[src/rtl/i2c_reg_sequencer.sv]
// Register-access sequencer in front of the i2c_master AXI-Stream core. It turns one request into the command/TX/RX stream sequence.
// Optional stall watchdog: define I2C_SEQ_TIMEOUT_EN.
module i2c_reg_sequencer #(
  parameter int unsigned TIMEOUT_CYCLES = 200000
) (
  input  logic        clk,
  input  logic        rst,
  input  logic        req_valid,
  output logic        req_ready,
  input  logic        req_read,
  input  logic [6:0]  req_dev_addr,
  input  logic [7:0]  req_reg_addr,
  input  logic [1:0]  req_len,
  input  logic [31:0] req_wdata,
  output logic        done,
  output logic [31:0] rdata,
  output logic        err_nack,
  output logic        err_timeout,
  output logic        busy,
  output logic [6:0]  m_cmd_address,
  output logic        m_cmd_start,
  output logic        m_cmd_read,
  output logic        m_cmd_write,
  output logic        m_cmd_write_multiple,
  output logic        m_cmd_stop,
  output logic        m_cmd_valid,
  input  logic        m_cmd_ready,
  output logic [7:0]  m_tx_tdata,
  output logic        m_tx_tvalid,
  output logic        m_tx_tlast,
  input  logic        m_tx_tready,
  input  logic [7:0]  s_rx_tdata,
  input  logic        s_rx_tvalid,
  output logic        s_rx_tready,
  input  logic        i2c_busy,
  input  logic        i2c_missed_ack
);

  localparam logic [2:0] IDLE      = 3'd0;
  localparam logic [2:0] CMD_ADDR  = 3'd1;
  localparam logic [2:0] TX_REG    = 3'd2;
  localparam logic [2:0] TX_DATA   = 3'd3;
  localparam logic [2:0] RD_CMD    = 3'd4;
  localparam logic [2:0] RD_DATA   = 3'd5;
  localparam logic [2:0] WAIT_IDLE = 3'd6;
  localparam logic [2:0] DONE      = 3'd7;

  logic [2:0]  state_q, state_d;
  logic        read_q, read_d;
  logic [6:0]  dev_q, dev_d;
  logic [7:0]  reg_q, reg_d;
  logic [1:0]  len_q, len_d;
  logic [31:0] wdata_q, wdata_d;
  logic [1:0]  idx_q, idx_d;
  logic        arm_q, arm_d;
  logic [31:0] rdata_q, rdata_d;
  logic        nack_q, nack_d;
  logic        done_q, done_d;
  logic        busy_q, busy_d;
  logic [6:0]  cmd_addr_q, cmd_addr_d;
  logic        cmd_start_q, cmd_start_d;
  logic        cmd_read_q, cmd_read_d;
  logic        cmd_wm_q, cmd_wm_d;
  logic        cmd_stop_q, cmd_stop_d;
  logic        cmd_valid_q, cmd_valid_d;
  logic [7:0]  tx_data_q, tx_data_d;
  logic        tx_valid_q, tx_valid_d;
  logic        tx_last_q, tx_last_d;
  logic        rx_ready_q, rx_ready_d;

  logic accept, cmd_fire, tx_fire, rx_fire;

`ifdef I2C_SEQ_TIMEOUT_EN
  localparam int unsigned TW = $clog2(TIMEOUT_CYCLES + 1);
  logic [TW-1:0] tmo_q, tmo_d;
  logic          err_tmo_q, err_tmo_d;
  logic          hs;
`else
  logic unused_cfg;
  assign unused_cfg = ^32'(TIMEOUT_CYCLES);
`endif

  assign req_ready = (state_q == IDLE) && !i2c_busy && !rst;
  assign accept    = req_valid && req_ready;
  assign cmd_fire  = cmd_valid_q && m_cmd_ready;
  assign tx_fire   = tx_valid_q && m_tx_tready;
  assign rx_fire   = rx_ready_q && s_rx_tvalid;

  // Next state plus all registered outputs, derived from the next state so valids and payload move together.
  always_comb begin
    state_d = state_q;
    read_d  = read_q;
    dev_d   = dev_q;
    reg_d   = reg_q;
    len_d   = len_q;
    wdata_d = wdata_q;
    idx_d   = idx_q;
    rdata_d = rdata_q;
    nack_d  = nack_q;
    arm_d   = (state_q == WAIT_IDLE);
`ifdef I2C_SEQ_TIMEOUT_EN
    err_tmo_d = err_tmo_q;
    hs        = cmd_fire || tx_fire || rx_fire;
`endif

    if (state_q != IDLE && i2c_missed_ack) nack_d = 1'b1;

    case (state_q)
      IDLE: begin
        if (accept) begin
          read_d  = req_read;
          dev_d   = req_dev_addr;
          reg_d   = req_reg_addr;
          len_d   = req_len;
          wdata_d = req_wdata;
          idx_d   = 2'd0;
          rdata_d = 32'd0;
          nack_d  = 1'b0;
`ifdef I2C_SEQ_TIMEOUT_EN
          err_tmo_d = 1'b0;
`endif
          state_d = CMD_ADDR;
        end
      end
      CMD_ADDR: if (cmd_fire) state_d = TX_REG;
      TX_REG: begin
        if (tx_fire) begin
          idx_d   = 2'd0;
          state_d = read_q ? RD_CMD : TX_DATA;
        end
      end
      TX_DATA: begin
        if (tx_fire) begin
          if (idx_q == len_q) state_d = WAIT_IDLE;
          else                idx_d   = idx_q + 2'd1;
        end
      end
      RD_CMD: if (cmd_fire) state_d = RD_DATA;
      RD_DATA: begin
        if (rx_fire) begin
          rdata_d[{idx_q, 3'b000} +: 8] = s_rx_tdata;
          if (idx_q == len_q) begin
            state_d = WAIT_IDLE;
          end else begin
            idx_d   = idx_q + 2'd1;
            state_d = RD_CMD;
          end
        end
      end
      // The entry cycle is skipped so the master has time to raise busy.
      WAIT_IDLE: if (arm_q && !i2c_busy) state_d = DONE;
      DONE:      state_d = IDLE;
      default:   state_d = IDLE;
    endcase

`ifdef I2C_SEQ_TIMEOUT_EN
    if (accept || hs || state_q == IDLE) tmo_d = '0;
    else                                 tmo_d = tmo_q + TW'(1);
    if (state_q != IDLE && state_q != DONE && !hs && tmo_q == TW'(TIMEOUT_CYCLES - 1)) begin
      state_d   = DONE;
      err_tmo_d = 1'b1;
    end
`endif

    cmd_valid_d = (state_d == CMD_ADDR) || (state_d == RD_CMD);
    cmd_addr_d  = cmd_valid_d ? dev_d : 7'd0;
    cmd_start_d = (state_d == CMD_ADDR) || (state_d == RD_CMD && idx_d == 2'd0);
    cmd_wm_d    = (state_d == CMD_ADDR);
    cmd_read_d  = (state_d == RD_CMD);
    cmd_stop_d  = (state_d == CMD_ADDR && !read_d) || (state_d == RD_CMD && idx_d == len_d);
    tx_valid_d  = (state_d == TX_REG) || (state_d == TX_DATA);
    tx_data_d   = 8'd0;
    tx_last_d   = 1'b0;
    if (state_d == TX_REG) begin
      tx_data_d = reg_d;
      tx_last_d = read_d;
    end else if (state_d == TX_DATA) begin
      tx_data_d = wdata_d[{idx_d, 3'b000} +: 8];
      tx_last_d = (idx_d == len_d);
    end
    rx_ready_d = (state_d == RD_DATA);
    done_d     = (state_d == DONE);
    busy_d     = (state_d != IDLE);
  end

  always_ff @(posedge clk) begin
    if (rst) begin
      state_q     <= IDLE;
      read_q      <= 1'b0;
      dev_q       <= 7'd0;
      reg_q       <= 8'd0;
      len_q       <= 2'd0;
      wdata_q     <= 32'd0;
      idx_q       <= 2'd0;
      arm_q       <= 1'b0;
      rdata_q     <= 32'd0;
      nack_q      <= 1'b0;
      done_q      <= 1'b0;
      busy_q      <= 1'b0;
      cmd_addr_q  <= 7'd0;
      cmd_start_q <= 1'b0;
      cmd_read_q  <= 1'b0;
      cmd_wm_q    <= 1'b0;
      cmd_stop_q  <= 1'b0;
      cmd_valid_q <= 1'b0;
      tx_data_q   <= 8'd0;
      tx_valid_q  <= 1'b0;
      tx_last_q   <= 1'b0;
      rx_ready_q  <= 1'b0;
    end else begin
      state_q     <= state_d;
      read_q      <= read_d;
      dev_q       <= dev_d;
      reg_q       <= reg_d;
      len_q       <= len_d;
      wdata_q     <= wdata_d;
      idx_q       <= idx_d;
      arm_q       <= arm_d;
      rdata_q     <= rdata_d;
      nack_q      <= nack_d;
      done_q      <= done_d;
      busy_q      <= busy_d;
      cmd_addr_q  <= cmd_addr_d;
      cmd_start_q <= cmd_start_d;
      cmd_read_q  <= cmd_read_d;
      cmd_wm_q    <= cmd_wm_d;
      cmd_stop_q  <= cmd_stop_d;
      cmd_valid_q <= cmd_valid_d;
      tx_data_q   <= tx_data_d;
      tx_valid_q  <= tx_valid_d;
      tx_last_q   <= tx_last_d;
      rx_ready_q  <= rx_ready_d;
    end
  end

`ifdef I2C_SEQ_TIMEOUT_EN
  always_ff @(posedge clk) begin
    if (rst) begin
      tmo_q     <= '0;
      err_tmo_q <= 1'b0;
    end else begin
      tmo_q     <= tmo_d;
      err_tmo_q <= err_tmo_d;
    end
  end
  assign err_timeout = err_tmo_q;
`else
  assign err_timeout = 1'b0;
`endif

  assign done                 = done_q;
  assign rdata                = rdata_q;
  assign err_nack             = nack_q;
  assign busy                 = busy_q;
  assign m_cmd_address        = cmd_addr_q;
  assign m_cmd_start          = cmd_start_q;
  assign m_cmd_read           = cmd_read_q;
  assign m_cmd_write          = 1'b0;
  assign m_cmd_write_multiple = cmd_wm_q;
  assign m_cmd_stop           = cmd_stop_q;
  assign m_cmd_valid          = cmd_valid_q;
  assign m_tx_tdata           = tx_data_q;
  assign m_tx_tvalid          = tx_valid_q;
  assign m_tx_tlast           = tx_last_q;
  assign s_rx_tready          = rx_ready_q;

endmodule

[config.mk]
export PLATFORM = sky130hd
export DESIGN_NAME = i2c_reg_sequencer
export DESIGN_NICKNAME = d
export VERILOG_FILES = /design/src/rtl/i2c_reg_sequencer.sv
export SDC_FILE = /design/constraint.sdc
export NUM_CORES = 1
export LEC_CHECK = 0
export BUFFER_PORTS_ARGS = -buffer_cell sky130_fd_sc_hd__buf_2
export CAP_MARGIN = 5
export CORE_UTILIZATION = 50
export CTS_CLUSTER_DIAMETER = 100
export DETAILED_ROUTE_END_ITERATION = 12
export PLACE_DENSITY = 0.77
export SLEW_MARGIN = 20
export SYNTH_ARGS = -nofsm -noshare
export SYNTH_HDL_FRONTEND = slang
export SYNTH_SLANG_ARGS = --single-unit
[constraint.sdc]
create_clock -name clk -period 2.56 [get_ports clk]
set_input_delay 0.128 -clock clk [delete_from_list [all_inputs] [get_ports clk]]
set_output_delay 0.128 -clock clk [all_outputs]
set_load 0.02 [all_outputs]
==> impl_summary.txt, run 1 <==
----------------------------------------------------
[CTS]
  Number of CTS-inserted buffers ... 17
  Clk Latency, worst-skew pair ... 510 ps
  # clock sinks ... 114
  Worst-case clock buffer depth ... 2
  CTS tree ... done
  H-tree depth reported by CTS ... 4
  Cell at the root of the clock tree ... sky130_fd_sc_hd__clkbuf_8
  Clock edge transition at the registers on the reported setup and hold paths ... 60 ps

[Pwr]
  Part of the power in the clock network ... 52.5%
  Pwr Total ... between 4 and 5 mW
  Proportion of total power due to net switching ... 21.6%
  Internal portion of total power ... 3.60 mW
  P per Cell Area ... 696 nW/um2
  Worst IR Drop VDD ... slightly below 0.9 mV
  Combinational fraction of design power ... 7.6%
  Switching power summed over all nets ... 989 uW
  Leakage power ... 2.84 nW
  Sequential fraction of design power ... 39.9%

[Critical path]
  Critical path launch point ... state_q[2]
  Crit. End Element ... flip-flop
  Setup Crit Path Kind ... flip-flop to flip-flop
  Arrival @ worst endpoint ... between 2000 and 3000 ps
  Worst EP required ... 2970 ps
  Largest driver fanout on the critical path ... 10
  Startpoint class of the critical path ... flip-flop
  FF-to-FF Start ... state_q[2]

[STA]
  Number of setup violations in the final report ... 0
  Portion of the clock cycle consumed by the worst path in the final layout ... about nine tenths
  Transition time at the pin with the least slew margin ... 945 ps
  Fmax ... ~0.43 GHz
  Setup tns final ... 0 ps
  Worst relative slew slack ... around 37%
  Unrepaired setup endpoints after global routing ... no
  Post-route minimum period ... 2340 ps
  Hold violation count in the final report ... 0
  Post-route clock skew ... around 7.2 ps
  Number of pins exceeding their max-slew limit in the final report ... 0

[Detailed routing]
  Number of vias per cell after detailed routing ... 5.44
  First-pass iteration count of the detailed router ... 9
  Average wire per cell in the routed design ... 17.0 um
  Vias after detailed routing ... 4,332
  ANT nets after route ... 0
  DRC violations left ... 5
  Overall routed net length ... approximately 14,000 um
  Starting DRT DRC Count ... 290

[Layout]
  Share of post-route cells with drive strength above 1 ... 28.2%
  Count of filler cells inserted in the layout ... a little over 600
  # nets final ... 748
  Number of antenna diodes ... 0
  Finished Cell Area ... 6580 um2
  Layout-stage area growth over the synthesis result ... 41.7%
  Share of the core filled with cells in the final layout ... roughly three quarters

[Synth]
  Avg Inst Size Synth ... 9.45 um2
  Total of warnings raised by yosys ... 0
  Cell area after technology mapping ... 4650 um2
  Part of the Yosys area used for sequential elements ... 49.1%
  Post-synthesis sequential element count ... 114
  Post-synthesis cell type count ... 56
  Proportion of synthesized flip-flops having asynchronous set or reset ... 0%
  Post-synth EDFFs ... 0
  Post-Syn Instances ... 492
  Most frequently used flop master after synthesis ... sky130_fd_sc_hd__dfxtp_1

[Global route]
  Global-route wire length before repair ... ~22,000 um
  Antenna violations before repair ... 0
  Global-route congestion overflow total ... 0
  Aggregate global-route resource usage ... between 20 and 30%
  Via count of the first global-routing pass ... ~4,400
  Largest net degree at the start of global routing ... 94

[Placed design]
  Number of port buffers ... ~120
  Cell area after placement ... 5370 um2
  Half-perimeter wire length after detailed placement ... between 8000 and 9000 um
  Placer Congestion ... 0.869

[Hold path]
  Hold_sp ... rst
  Type of the worst min-delay path ... primary input to flip-flop

[Outcome]
  Violations in the final reports ... design-rule violations
  Status ... complete, but fails checks

[Floorplan]
  Initial standard-cell utilization of the core ... 52.5%
  Die W ... 98.4 um
  Boundary Pins ... 127
  Die H ... 98.4 um
  CORE AREA ... 8850 um2
  Number of rows in the core area ... 34
  Floorplan die area ... 9680 um2

[Job]
  Count of max-cap constraint violations ... 0

----------------------------------------------------
==> flip-flops by register name, summed over array words and instances (netlist names) <==
register,flops
len_q,2
m_cmd_write_multiple,1
busy,1
dev_q,7
m_tx_tdata,8
reg_q,8
m_cmd_stop,1
m_cmd_read,1
m_tx_tvalid,1
done,1
idx_q,2
read_q,1
rdata,32
m_tx_tlast,1
state_q,3
arm_q,1
err_nack,1
m_cmd_start,1
m_cmd_address,7
s_rx_tready,1
wdata_q,32
m_cmd_valid,1
==> cell usage after synthesis (all sizes together), types with 2 or more instances <==
library cell	number	area, um2
dfxtp	114	2280
nor2	74	280
nand2	64	243
mux2i	44	440
a21oi	35	183
nand3	21	105
a22oi	17	128
mux2	16	180
buf	15	93.8
clkbuf	12	45.0
o221ai	10	87.6
inv	6	22.5
nor2b	6	37.5
nor3	6	41.3
nand2b	5	31.3
and2	4	25.0
ha	4	50.1
or2	4	25.0
o21ai	3	18.8
xnor2	3	26.3
a31oi	2	12.5
a32oi	2	25.0
and3b	2	17.5
nand3b	2	15.0
nor4	2	27.5
o32ai	2	36.3
or3	2	17.5
xor2	2	25.0
==> cell type report <==
class	count	area (um2)	area share [%]
clock buffers	20	445	6.77
clock inverters	10	159	2.41
inverters	6	22.5	0.342
multi-input cells	346	2220	33.8
flip-flops and latches	114	2290	34.7
well taps	108	135	2.05
repair buffers	193	1310	19.9
==> metrics by stage <==
| step | cells | hold slack, ps | setup WS (ps) |
|---|---|---|---|
| after detailed placement | 708 | 395 | 200 |
| after floorplan | 493 | 276 | 410 |
| after global placement | 708 | 382 | 219 |
| after CTS | 797 | 130 | 138 |
| final | 797 | 126 | 224 |
| after global routing | 797 | 161 | 8.35 |
==> logic make-up (layout without fill, tap and decap cells) <==
family	Yosys count	after routing	share of synthesized area, %
buffers and inverters	33	229	3.47
multiplexers	60	60	13.4
XOR/XNOR	5	5	1.10
flip-flops	114	114	49.1
AO/OA/AOI/OAI	77	77	11.7
other	1	2	0.0807
AND/OR/NAND/NOR	198	198	20.1
adder cells (fa/ha/maj)	4	4	1.08
==> timing repair <==
item	in CTS	in global routing
hold buffers	59	0
gates resized for setup	0	5
endpoints found under the setup margin	0	8
setup buffers	0	0
endpoints found under the hold margin	91	0
==> placed cells by master, fill, tap and decap left out, types with 6 or more instances in the layout <==
| cell type | netlist | final |
|---|---|---|
| sky130_fd_sc_hd__clkbuf_16 | 0 | 16 |
| sky130_fd_sc_hd__mux2_2 | 9 | 9 |
| sky130_fd_sc_hd__nand2_1 | 63 | 63 |
| sky130_fd_sc_hd__nor2_1 | 73 | 73 |
| sky130_fd_sc_hd__dlygate4sd3_1 | 0 | 59 |
| sky130_fd_sc_hd__buf_2 | 9 | 124 |
| sky130_fd_sc_hd__a22oi_1 | 17 | 17 |
| sky130_fd_sc_hd__inv_1 | 6 | 6 |
| sky130_fd_sc_hd__nor2b_1 | 6 | 6 |
| sky130_fd_sc_hd__dfxtp_1 | 114 | 111 |
| sky130_fd_sc_hd__mux2i_1 | 44 | 44 |
| sky130_fd_sc_hd__o221ai_1 | 10 | 10 |
| sky130_fd_sc_hd__buf_4 | 4 | 8 |
| sky130_fd_sc_hd__nand3_1 | 21 | 21 |
| sky130_fd_sc_hd__mux2_1 | 7 | 7 |
| sky130_fd_sc_hd__a21oi_1 | 33 | 33 |
==> critical path, stage by stage, from the launching register on <==
cell and delay [ps]:
sky130_fd_sc_hd__dfxtp_1 490, sky130_fd_sc_hd__and3b_2 330, sky130_fd_sc_hd__nand3_1 150, sky130_fd_sc_hd__o221ai_1 330, sky130_fd_sc_hd__nand2b_1 170, sky130_fd_sc_hd__nor3b_2 250
sky130_fd_sc_hd__nand2b_1 250, sky130_fd_sc_hd__o221ai_1 270
==> path summary, 6_finish.rpt <==
path         slack (ps)             to  depth (start not counted)
min reg2reg         450       rdata[3]                          2
max                 220  m_tx_tdata[5]                          7
max reg2reg         220  m_tx_tdata[5]                          7
min                 130       err_nack                          4
==> power groups by stage <==
stage	logic, mW	registers (mW)	clock network [mW]
global route	0.378	1.83	2.52
CTS	0.339	1.83	2.42
finish	0.350	1.83	2.41
detailed placement	0.267	1.86	0
global placement	0.263	1.86	0
floorplan	0.160	1.87	0
==> metal layers <==
layer | routed length (um) | GRT usage, %
met2 | 7040 | 51.5
met3 | 846 | 7.37
met1 | 5170 | 32.3
met5 | 0 | 0
met4 | 488 | 14.5
Power figures use the tool's default switching activity.
==> run 2: changes to the inputs <==
CORE_MARGIN = 1.5   (was not set)
==> impl_summary.txt, run 2 (synthesis gave the netlist of run 1 again) <==
----------------------------------------------------
[Outcome]
  Status ... finished, final reports clean

[CTS]
  # clock sinks ... 114 (unchanged)
  CTS tree ... done
  Worst-case clock buffer depth ... 2 (unchanged)
  Clock edge transition at the registers on the reported setup and hold paths ... 60 ps (about the same)
  Clk Latency, worst-skew pair ... 500 ps (about the same)
  Number of CTS-inserted buffers ... 17 (unchanged)
  H-tree depth reported by CTS ... 4 (unchanged)
  Cell at the root of the clock tree ... sky130_fd_sc_hd__clkbuf_8

[Placed design]
  Placer Congestion ... 0.895 (+3.1%)
  Number of port buffers ... 124 (unchanged)
  Cell area after placement ... 5380 um2 (+0.14%)
  Cell total after placement ... 709 (+0.14%)
  Half-perimeter wire length after detailed placement ... 8250 um (+1.6%)

[STA]
  Number of pins exceeding their max-slew limit in the final report ... 0 (unchanged)
  Post-route minimum period ... 2440 ps (+104 ps)
  Hold violation count in the final report ... 0 (unchanged)
  Hold_ws ... 54.9 ps (-71.4 ps)
  Fmax ... 0.410 GHz (-4.3%)
  Setup tns final ... 0 ps (unchanged)
  Unrepaired setup endpoints after global routing ... no
  Post-route clock skew ... 7.59 ps (+0.343 ps)
  Number of setup violations in the final report ... 0 (unchanged)
  Portion of the clock cycle consumed by the worst path in the final layout ... 95.3% (+4.1 points)
  Worst relative slew slack ... 37.1% (+0.15 points)
  Transition time at the pin with the least slew margin ... 943 ps (-2.31 ps)

[Layout]
  Count of filler cells inserted in the layout ... 644 (+4.0%)
  Count of placed standard cells in the final layout, fillers left out ... 799 (+0.25%)
  Leading cell type in the layout, fill and taps excluded ... sky130_fd_sc_hd__buf_2
  # nets final ... 748 (unchanged)
  Layout-stage area growth over the synthesis result ... 41.4%
  Finished Cell Area ... 6570 um2 (-0.17%)
  Share of the core filled with cells in the final layout ... 74.3% (-0.13 points)
  Number of antenna diodes ... 0 (unchanged)
  Leading cell types in the layout, fill and taps excluded ... 124 x sky130_fd_sc_hd__buf_2, 112 x sky130_fd_sc_hd__dfxtp_1, 73 x sky130_fd_sc_hd__nor2_1
  Share of post-route cells with drive strength above 1 ... 28.5% (+0.35 points)

[Detailed routing]
  Met3 wire length ... 760 um (-10%)
  First-pass iteration count of the detailed router ... 5 (-4)
  Met2 layer wire length in the routed design ... 7020 um (-0.31%)
  DRC violations left ... 0 (-5)
  Number of vias per cell after detailed routing ... 5.54 (+1.9%)
  Met1 Wirelength ... 5310 um (+2.6%)
  Overall routed net length ... 13,600 um (+0.49%)
  Starting DRT DRC Count ... 217 (-25%)
  ANT nets after route ... 0 (unchanged)
  Vias after detailed routing ... 4,424 (+2.1%)
  Uppermost layer routed ... met4
  Average wire per cell in the routed design ... 17.0 um (+0.24%)

[Critical path]
  Setup Crit Path Kind ... flip-flop to flip-flop
  Worst EP required ... 2960 ps (about the same)
  Crit. End Element ... flip-flop
  Startpoint class of the critical path ... flip-flop
  Arrival @ worst endpoint ... 2840 ps (+90 ps)
  Largest driver fanout on the critical path ... 9 (-1)

[Global route]
  Global-route wire length before repair ... 21,600 um (about the same)
  Via count of the first global-routing pass ... 4,488 (+2.5%)
  Global-route congestion overflow total ... 0 (unchanged)
  Largest net degree at the start of global routing ... 94 (unchanged)
  Antenna violations before repair ... 0 (unchanged)
  Aggregate global-route resource usage ... 28.0% (-1.0 points)

[Floorplan]
  Die H ... 99.4 um (+1.0%)
  CORE AREA ... 8850 um2 (unchanged)
  Floorplan die area ... 9880 um2 (+2.0%)
  Die W ... 99.4 um (+1.0%)
  Number of rows in the core area ... 34 (unchanged)
  Initial standard-cell utilization of the core ... 52.5% (unchanged)
  Boundary Pins ... 127 (unchanged)

[Job]
  Count of max-cap constraint violations ... 0 (unchanged)

[Pwr]
  Worst IR Drop VDD ... 0.416 mV (-52%)
  P per Cell Area ... 690 nW/um2 (-0.87%)
  Leakage power ... 2.82 nW (-0.50%)

[Hold path]
  Type of the worst min-delay path ... primary input to flip-flop

----------------------------------------------------
-- run 2: critical path, cell delays in order (launching register included) --
cell	delay [ps]
sky130_fd_sc_hd__dfxtp_1	500
sky130_fd_sc_hd__buf_4	210
sky130_fd_sc_hd__nor2b_1	220
sky130_fd_sc_hd__a2bb2oi_1	110
sky130_fd_sc_hd__o221ai_1	300
sky130_fd_sc_hd__nand2b_1	200
sky130_fd_sc_hd__nor3b_2	340
sky130_fd_sc_hd__nand2b_2	200
sky130_fd_sc_hd__o221ai_1	280
-- run 2: per-stage QoR --
stage / setup WS (ps) / power (mW)
2_1_floorplan: 410 / 2.03
6_report: 120 / 4.54
5_1_grt: 10.8 / 4.66
3_5_place_dp: 184 / 2.13
3_3_place_gp: 317 / 2.13
4_1_cts: 102 / 4.54
-- run 2: final timing paths --
| path | endpoint | depth (start not counted) | from | slack (ps) |
|---|---|---|---|---|
| worst max-delay path | m_tx_tdata[0] | 8 | state_q[1] | 120 |
| worst min-delay path | read_q | 3 | req_read | 50 |
| worst max register to register | m_tx_tdata[0] | 8 | state_q[1] | 120 |
| worst min register to register | rdata[5] | 2 | rdata[5] | 450 |
-- run 2: cell type report --
| type | instances | area [um2] | share of cell area (%) |
|---|---|---|---|
| clock buffer | 21 | 449 | 6.83 |
| inverter | 6 | 22.5 | 0.343 |
| timing repair buffer | 193 | 1310 | 19.9 |
| multi-input combinational | 346 | 2220 | 33.8 |
| tap | 108 | 135 | 2.06 |
| clock inverter | 11 | 154 | 2.34 |
| sequential | 114 | 2280 | 34.8 |
-- run 2: what timing repair did --
| item | CTS | global route |
|---|---|---|
| gates resized for setup | 0 | 5 |
| endpoints found under the setup margin | 0 | 8 |
| setup buffers | 0 | 0 |
| endpoints found under the hold margin | 89 | 0 |
| hold buffers | 58 | 0 |
-- run 2: report_power, final --
part / leakage, nW / switching [mW] / internal (mW)
Sequential: 0.923 / 0.0163 / 1.81
Clock: 0.277 / 0.820 / 1.54
Combinational: 1.62 / 0.182 / 0.168
Total: 2.82 / 1.02 / 3.52
-- run 2: metal layers --
layer | track usage (%) | vias to the layer above
li1 | - | 2075
met1 | 31.1 | 2106
met2 | 49.9 | 195
met3 | 6.82 | 48
met4 | 14.0 | 0
met5 | 0 | -
